**src/rtl/conv_pkg.sv**
```systemverilog
// Shared definitions for the rate-1/2 convolutional encoder and its decoder:
// FSM states, constraint-length limits, generator table and branch-output helper.
package conv_pkg;

    typedef enum logic [1:0] {
        IDLE = 2'd0,
        RUN  = 2'd1,
        TAIL = 2'd2
    } state_t;

    localparam int K_MIN = 3;
    localparam int K_MAX = 6;
    localparam int SR_W  = K_MAX - 1;

    // Octal generators, right-aligned; bit K-1 taps the current input.
    localparam logic [5:0] GEN_A [K_MIN:K_MAX] = '{6'o07, 6'o17, 6'o35, 6'o75};
    localparam logic [5:0] GEN_B [K_MIN:K_MAX] = '{6'o05, 6'o15, 6'o23, 6'o53};

    function automatic logic [2:0] legal_k(input logic [2:0] k);
        return (k >= 3'(K_MIN) && k <= 3'(K_MAX)) ? k : 3'(K_MIN);
    endfunction

    function automatic logic parity(input logic [5:0] v);
        return ^v;
    endfunction

    // Generators are left-aligned so bit 5 meets the input and lower bits meet
    // progressively older history; taps beyond K-1 fall off as zeros.
    function automatic logic [1:0] branch_out(input logic [2:0] k,
                                              input logic din,
                                              input logic [SR_W-1:0] sr);
        logic [5:0] taps;
        logic [2:0] shift;
        taps  = {din, sr[0], sr[1], sr[2], sr[3], sr[4]};
        shift = 3'(K_MAX) - k;
        return {parity((GEN_A[k] << shift) & taps),
                parity((GEN_B[k] << shift) & taps)};
    endfunction

endpackage

```
**src/rtl/conv_encoder_sys.sv**
```systemverilog
// Rate-1/2 feed-forward convolutional encoder, K selectable 3..6 per frame,
// with zero-tail flushing and valid/ready handshakes on both sides.
import conv_pkg::*;

module conv_encoder_sys (
    input  logic       clk,
    input  logic       rst,
    input  logic [2:0] choose_constraint_length,
    input  logic       in_bit,
    input  logic       in_valid,
    input  logic       in_last,
    output logic       in_ready,
    output logic [1:0] encoded_bits,
    output logic       out_valid,
    input  logic       out_ready,
    output logic       out_last,
    output logic       busy
);

    state_t            state_reg, state_next;
    logic [SR_W-1:0]   sr_reg, sr_next;
    logic [2:0]        tail_cnt_reg, tail_cnt_next;
    logic [2:0]        k_reg, k_next;
    logic [1:0]        enc_reg, enc_next;
    logic              out_valid_reg, out_valid_next;
    logic              out_last_reg, out_last_next;

    logic              slot_free;
    logic              accept;
    logic [2:0]        k_use;
    logic [1:0]        sym_in;
    logic [1:0]        sym_tail;

    // The output register can take a new symbol when empty or draining this cycle.
    assign slot_free = !out_valid_reg || out_ready;
    assign in_ready  = (state_reg != TAIL) && slot_free;
    assign accept    = in_valid && in_ready;
    assign k_use     = (state_reg == IDLE) ? legal_k(choose_constraint_length) : k_reg;
    assign sym_in    = branch_out(k_use, in_bit, sr_reg);
    assign sym_tail  = branch_out(k_reg, 1'b0, sr_reg);

    assign encoded_bits = enc_reg;
    assign out_valid    = out_valid_reg;
    assign out_last     = out_last_reg;
    assign busy         = (state_reg != IDLE);

    always_ff @(posedge clk or posedge rst) begin
        if (rst) begin
            state_reg     <= IDLE;
            sr_reg        <= '0;
            tail_cnt_reg  <= 3'd0;
            k_reg         <= 3'(K_MIN);
            enc_reg       <= 2'b00;
            out_valid_reg <= 1'b0;
            out_last_reg  <= 1'b0;
        end else begin
            state_reg     <= state_next;
            sr_reg        <= sr_next;
            tail_cnt_reg  <= tail_cnt_next;
            k_reg         <= k_next;
            enc_reg       <= enc_next;
            out_valid_reg <= out_valid_next;
            out_last_reg  <= out_last_next;
        end
    end

    always_comb begin
        state_next     = state_reg;
        sr_next        = sr_reg;
        tail_cnt_next  = tail_cnt_reg;
        k_next         = k_reg;
        enc_next       = enc_reg;
        out_valid_next = out_valid_reg;
        out_last_next  = out_last_reg;

        if (out_valid_reg && out_ready) begin
            out_valid_next = 1'b0;
            out_last_next  = 1'b0;
        end

        case (state_reg)
            IDLE, RUN: begin
                if (accept) begin
                    k_next         = k_use;
                    enc_next       = sym_in;
                    out_valid_next = 1'b1;
                    out_last_next  = 1'b0;
                    sr_next        = {sr_reg[SR_W-2:0], in_bit};
                    if (in_last) begin
                        state_next    = TAIL;
                        tail_cnt_next = k_use - 3'd1;
                    end else begin
                        state_next = RUN;
                    end
                end
            end
            TAIL: begin
                if (slot_free) begin
                    enc_next       = sym_tail;
                    out_valid_next = 1'b1;
                    out_last_next  = (tail_cnt_reg <= 3'd1);
                    sr_next        = {sr_reg[SR_W-2:0], 1'b0};
                    tail_cnt_next  = tail_cnt_reg - 3'd1;
                    // Leave TAIL as the final symbol is issued so the next frame
                    // can start while that symbol is still being handed off.
                    if (tail_cnt_reg <= 3'd1) begin
                        state_next    = IDLE;
                        sr_next       = '0;
                        tail_cnt_next = 3'd0;
                    end
                end
            end
            default: begin
                state_next = IDLE;
            end
        endcase
    end

endmodule
```
**config.mk**
```make
export PLATFORM = sky130hd
export DESIGN_NAME = conv_encoder_sys
export DESIGN_NICKNAME = d
export VERILOG_FILES = /design/src/rtl/conv_pkg.sv /design/src/rtl/conv_encoder_sys.sv
export SDC_FILE = /design/constraint.sdc
export NUM_CORES = 1
export LEC_CHECK = 0
export ABC_AREA = 0
export BUFFER_PORTS_ARGS = -buffer_cell sky130_fd_sc_hd__buf_2
export CAP_MARGIN = 40
export CORE_MARGIN = 2
export CORE_UTILIZATION = 44
export DETAILED_ROUTE_END_ITERATION = 16
export GPL_TIMING_DRIVEN = 0
export PLACE_DENSITY = 0.6
export REMOVE_ABC_BUFFERS = 1
export SYNTH_ARGS = -nofsm -noshare
export SYNTH_HDL_FRONTEND = slang
export SYNTH_SLANG_ARGS = --single-unit
export TNS_END_PERCENT = 10
```
**constraint.sdc**
```tcl
create_clock -name clk -period 3.4 [get_ports clk]
set_input_delay 0.68 -clock clk [delete_from_list [all_inputs] [get_ports clk]]
set_output_delay 0.68 -clock clk [all_outputs]
set_load 0.02 [all_outputs]
```
# Word level (Yosys, flattened, before mapping)
# Memories as Yosys holds them, arrays and structs flattened.
# Index checks and enable logic that the tools add are counted.
# totals
memories	4
romBits	192
in_bits	9
out_inout_bits	6
regBits	17
# mem_list
name	depth	width	read_ports	rd_ports_with_merged_regs	write_ports	line_no	rtl
(name not given)	8	6	1	0	0	conv_pkg.sv:37	parity((GEN_B[k] << shift) & taps)};
(name not given)	8	6	1	0	0	conv_pkg.sv:36	return {parity((GEN_A[k] << shift) & taps),
(name not given)	8	6	1	0	0	conv_pkg.sv:37	
(name not given)	8	6	1	0	0	conv_pkg.sv:36	
# op_classes
muxes	35
n_lt_le_gt_ge	5
bitwise_logic	6
shift	4
addsub	4
eq_ne	7
reduce_logical	18
# op_table
operator	count
$mux W6	8
$reduce_xor A6 Y1	4
$shl A6 B3 Y6	4
$mux W3	6
$mux W5	3
$and A6 B5 Y6	2
$and A6 B6 Y6	2
$mux W2	6
$ne A2 B2 Y1 const B	5
$pmux W5 S2	1
$ge A4 B4 Y1 const B	2
$not A3 Y4	2
$pmux W2 S2	2
$mux W1	6
$pmux W3 S2	1
$reduce_and A3 Y1	2
$sub A3 B1 Y3 const B	2
$sub A3 B3 Y3 const A	2
$logic_and A1 B1 Y1	4
$pmux W1 S2	2
$reduce_and A4 Y1	1
$reduce_bool A2 Y1	2
$ge A3 B2 Y1 const B	1
$le A3 B1 Y1 const B	1
8 further kinds	8

# Depth between registers and ports, before layout
# depth
word_depth	13
mapped_depth	13

# Worst setup path after synthesis
# OpenSTA, ideal clock, no wires.
# synth_path
path_kind	in2reg
start	input port choose_constraint_length[1]
end	register enc_reg[1], in the netlist encoded_bits[1]
setup_ns	0.094
cell_stages	12
path_slack_ns	-0.109
path_buffers	0
t_arrival_ns	3.415
path_cell_list	or4b_2 > nand2_1 > ha_1 > inv_1 > ha_1 > nor3b_1 > a21oi_1 > mux2_2 > nand4_1 > xor2_1 > xnor3_1 > a221oi_2
# synth_between
elab_chain_cells	13
# synth_rtl
item	line_no	rtl
start, declared	conv_encoder_sys.sv:8	input logic [2:0] choose_constraint_length,
$ge A3 B2 Y1 or $le A3 B3 Y1 (tied branches)	conv_pkg.sv:20	return (k >= 3'(K_MIN) && k <= 3'(K_MAX)) ? k : 3'(K_MIN);
$logic_and A1 B1 Y1	conv_pkg.sv:20	
$mux W3 *	conv_pkg.sv:20	
$mux W3 *	conv_encoder_sys.sv:38	assign k_use = (state_reg == IDLE) ? legal_k(choose_constraint_length) : k_reg;
$not A3 Y4 (not written as such)	conv_pkg.sv:36	
$mem_v2 Z8 W6	-	
$mux W6 (not written as such) (2 in a row)	conv_pkg.sv:36	
$shl A6 B3 Y6 *	conv_pkg.sv:36	
$and A6 B6 Y6 *	conv_pkg.sv:36	
$reduce_xor A6 Y1 *	conv_pkg.sv:24	return ^v;
$mux W2 *	conv_encoder_sys.sv:83	if (accept) begin
$pmux W2 S2 *	conv_encoder_sys.sv:81	case (state_reg)
end signal, assigned	conv_encoder_sys.sv:61	enc_reg <= enc_next;
end, declared	conv_encoder_sys.sv:24	logic [1:0] enc_reg, enc_next;
# Every way passes the cells marked *; elsewhere a longest branch is shown, timed or not. The select of a mux whose other input is x is not followed.
# A chain may end at the register's enable or synchronous reset.

# Final worst setup path
# layout_path
start	input port choose_constraint_length[0]
end	register enc_reg[1], in the netlist encoded_bits[1]
# Same word-level chain as after synthesis.

==> impl_metrics.toml <==
[outcome]
run_status = "finished clean"

[critical_path]
critical_path.max_fanout = 6
crit_path_end_kind = "register"
crit_path_start_kind = "input port"
worstSetupPathType = "in2reg"
crit_required_ns = 3.56
worst_ep_arrival_time_ns = 3.50

[drt]
drc_markers = 0
routedWlPerCell_um = 17.5
avgViaCountPerCell = 6.29
drt-pass1-iter-count = 4
total_wire_length_after_detailed_routing_mm = 5.54
final_antenna_net_count = 0
num_vias = 1993
detailedRoute.firstIterationViolations = 207

[sta]
maxSlewViolCount = 0
max_freq_ghz = 0.299
setup-violations-final = 0
timing.slew.headroom = 0.564
max_slew.worst_pin.slew_ns = 0.653
final_hold_viol_count = 0
post-route-min-period_ns = 3.34
setup_total_negative_slack_ns = 0
finalCritPeriodShare = 0.984
timing.clock.skew_ns = 0.00215

[floorplan]
die_height_um = 69.3
io_pins = 15
num_rows = 23
initial_core_util = 0.462
core-area_um2 = 4060
design.die.area_um2 = 4800
fp.dieW_um = 69.3

[grt]
grt_pass1_wl_mm = 8.68
grt_overflow_total = 0
antenna_found_initial = 0
grtUsageTotal = 0.217
grt_pass1_vias = 1744
pin_count_of_the_biggest_net_entering_global_routing = 18

[synthesis]
ys_ff_latch = 17
yosysTopAreaCell = "sky130_fd_sc_hd__dfrtp_1"
asyncSetResetFlopFracSynth = 1.00
synth-edff-count = 0
synthTopCellsByArea = "sky130_fd_sc_hd__dfrtp_1 (20%), sky130_fd_sc_hd__ha_1 (8.7%), sky130_fd_sc_hd__nand2_1 (4.4%)"
syn_area_um2 = 1870
yosysTopAreaCellShare = 0.200
synthMostInstantiatedCell = "sky130_fd_sc_hd__nand2_1"
yosys_warnings = 0
postSynthCellCount = 234
share_of_synthesized_area_occupied_by_flip_flops_and_latches = 0.228
yosys-top-cells-count = "sky130_fd_sc_hd__nand2_1 (22), sky130_fd_sc_hd__dfrtp_1 (15), sky130_fd_sc_hd__o21ai_0 (14)"
ys.flop_type = "sky130_fd_sc_hd__dfrtp_1"
synth.avg_cell_area_um2 = 8.01
yosysUniqueCellTypes = 60

[placed_design]
gpl.final_weighted_congestion = 0.865
place.detailed.instances = 286
portBuffers = 14
dp.final_hpwl_mm = 3.50

[cts]
cts_buffer_depth = 2
clk_root_buffer_cell = "sky130_fd_sc_hd__clkbuf_8"
tritoncts_num_sinks = 17
clk_latency_ns = 0.24
cts.clk_slew.worst_paths_ns = 0.06
cts_made_buffers = 3
cts_tree = "done"
cts.htree.levels = 1

[hold_path]
hp-class = "reg2reg"

[run]
timing.max_cap.violations = 0

[cells_and_area]
post_route_cells_drive_above_1_share = 0.285
layout_overhead_on_the_synthesized_area_pct = 27.8
finalNonFillerCells = 317
layout.nets = 290
num_antenna_cells = 0
largest_register_ffs = 5
fillers = 353
==> through the flow <==
step / cell area, um^2 / hold slack (ns) / utilization / setup slack [ns]
after floorplan: 1820 / 0.482 / - / -0.282
after global placement: 1960 / 0.489 / 0.482 / -1.15
after detailed placement: 1960 / 0.481 / 0.484 / -0.913
after CTS: 2150 / 0.502 / 0.529 / 0.0217
after global routing: 2400 / 0.528 / 0.591 / -0.0623
final: 2400 / 0.504 / 0.591 / 0.0552
==> cells in the final DEF, fill, tap and decap left out, types with 5 or more instances in the layout <==
cell type | Yosys | final
sky130_fd_sc_hd__a21oi_1 | 12 | 11
sky130_fd_sc_hd__a22o_1 | 6 | 6
sky130_fd_sc_hd__buf_2 | 2 | 13
sky130_fd_sc_hd__buf_4 | 0 | 28
sky130_fd_sc_hd__dfrtp_1 | 15 | 13
sky130_fd_sc_hd__ha_1 | 13 | 7
sky130_fd_sc_hd__inv_1 | 13 | 11
sky130_fd_sc_hd__nand2_1 | 22 | 21
sky130_fd_sc_hd__nand2b_1 | 5 | 5
sky130_fd_sc_hd__nand3_1 | 12 | 12
sky130_fd_sc_hd__nor2_1 | 12 | 12
sky130_fd_sc_hd__nor2b_1 | 8 | 8
sky130_fd_sc_hd__nor3_1 | 6 | 6
sky130_fd_sc_hd__o21ai_0 | 14 | 13
==> final cells by class <==
type	instances	area, um^2	area share
tap	50	62.6	0.0261
timing repair buffer	42	287	0.120
clock buffer	4	45.0	0.0188
multi-input combinational	189	1500	0.625
sequential	17	434	0.181
inverter	15	71.3	0.0298
==> per-layer routing <==
metal | wire [um] | track usage | up-vias
li1 | - | - | 961
met1 | 2660 | 0.328 | 937
met2 | 2520 | 0.332 | 77
met3 | 231 | 0.0174 | 18
met4 | 131 | 0.0523 | 0
met5 | 0 | 0 | -
==> logic make-up (layout without fill, tap and decap cells) <==
logic type               Yosys count  after routing  share of synthesized area
multiplexers                       5              5                     0.0274
adder cells (fa/ha/maj)           13             13                     0.0868
AND/OR/NAND/NOR                   83             83                      0.236
AO/OA/AOI/OAI                     79             79                      0.307
buffers and inverters             28             61                     0.0574
XOR/XNOR                           9              9                     0.0567
flip-flops                        17             17                      0.228
==> worst max-delay path: stages <==
cell	delay (ns)
sky130_fd_sc_hd__buf_2	0.11
sky130_fd_sc_hd__or4b_4	0.55
sky130_fd_sc_hd__nand2_8	0.14
sky130_fd_sc_hd__ha_4	0.17
sky130_fd_sc_hd__inv_1	0.11
sky130_fd_sc_hd__ha_4	0.20
sky130_fd_sc_hd__nor3b_2	0.20
sky130_fd_sc_hd__a21oi_1	0.06
sky130_fd_sc_hd__mux2_2	0.26
sky130_fd_sc_hd__nand4_1	0.10
sky130_fd_sc_hd__xor2_1	0.18
sky130_fd_sc_hd__xnor3_1	0.47
sky130_fd_sc_hd__a221oi_2	0.25
==> final timing paths <==
path,start,endpoint,slack (ns),cells after the start
worst max-delay path,choose_constraint_length[0],encoded_bits[1],0.06,13
worst min-delay path,out_valid,out_last,0.50,1
worst max register to register,state_reg[1],encoded_bits[1],0.07,12
worst min register to register,out_valid,out_last,0.50,1
max in group asynchronous,rst,state_reg[0],2.43,2
min in group asynchronous,rst,sr_reg[3],0.52,2
==> repair_timing <==
item,CTS,global route
endpoints found under the hold margin,0,0
hold buffers,0,0
gates resized for setup,16,25
pin swaps,5,12
setup endpoints to repair,2,2
buffers inserted,9,18
Power is not shown: default switching activity piles up to over one toggle a cycle in this logic, so the estimate is an artifact.
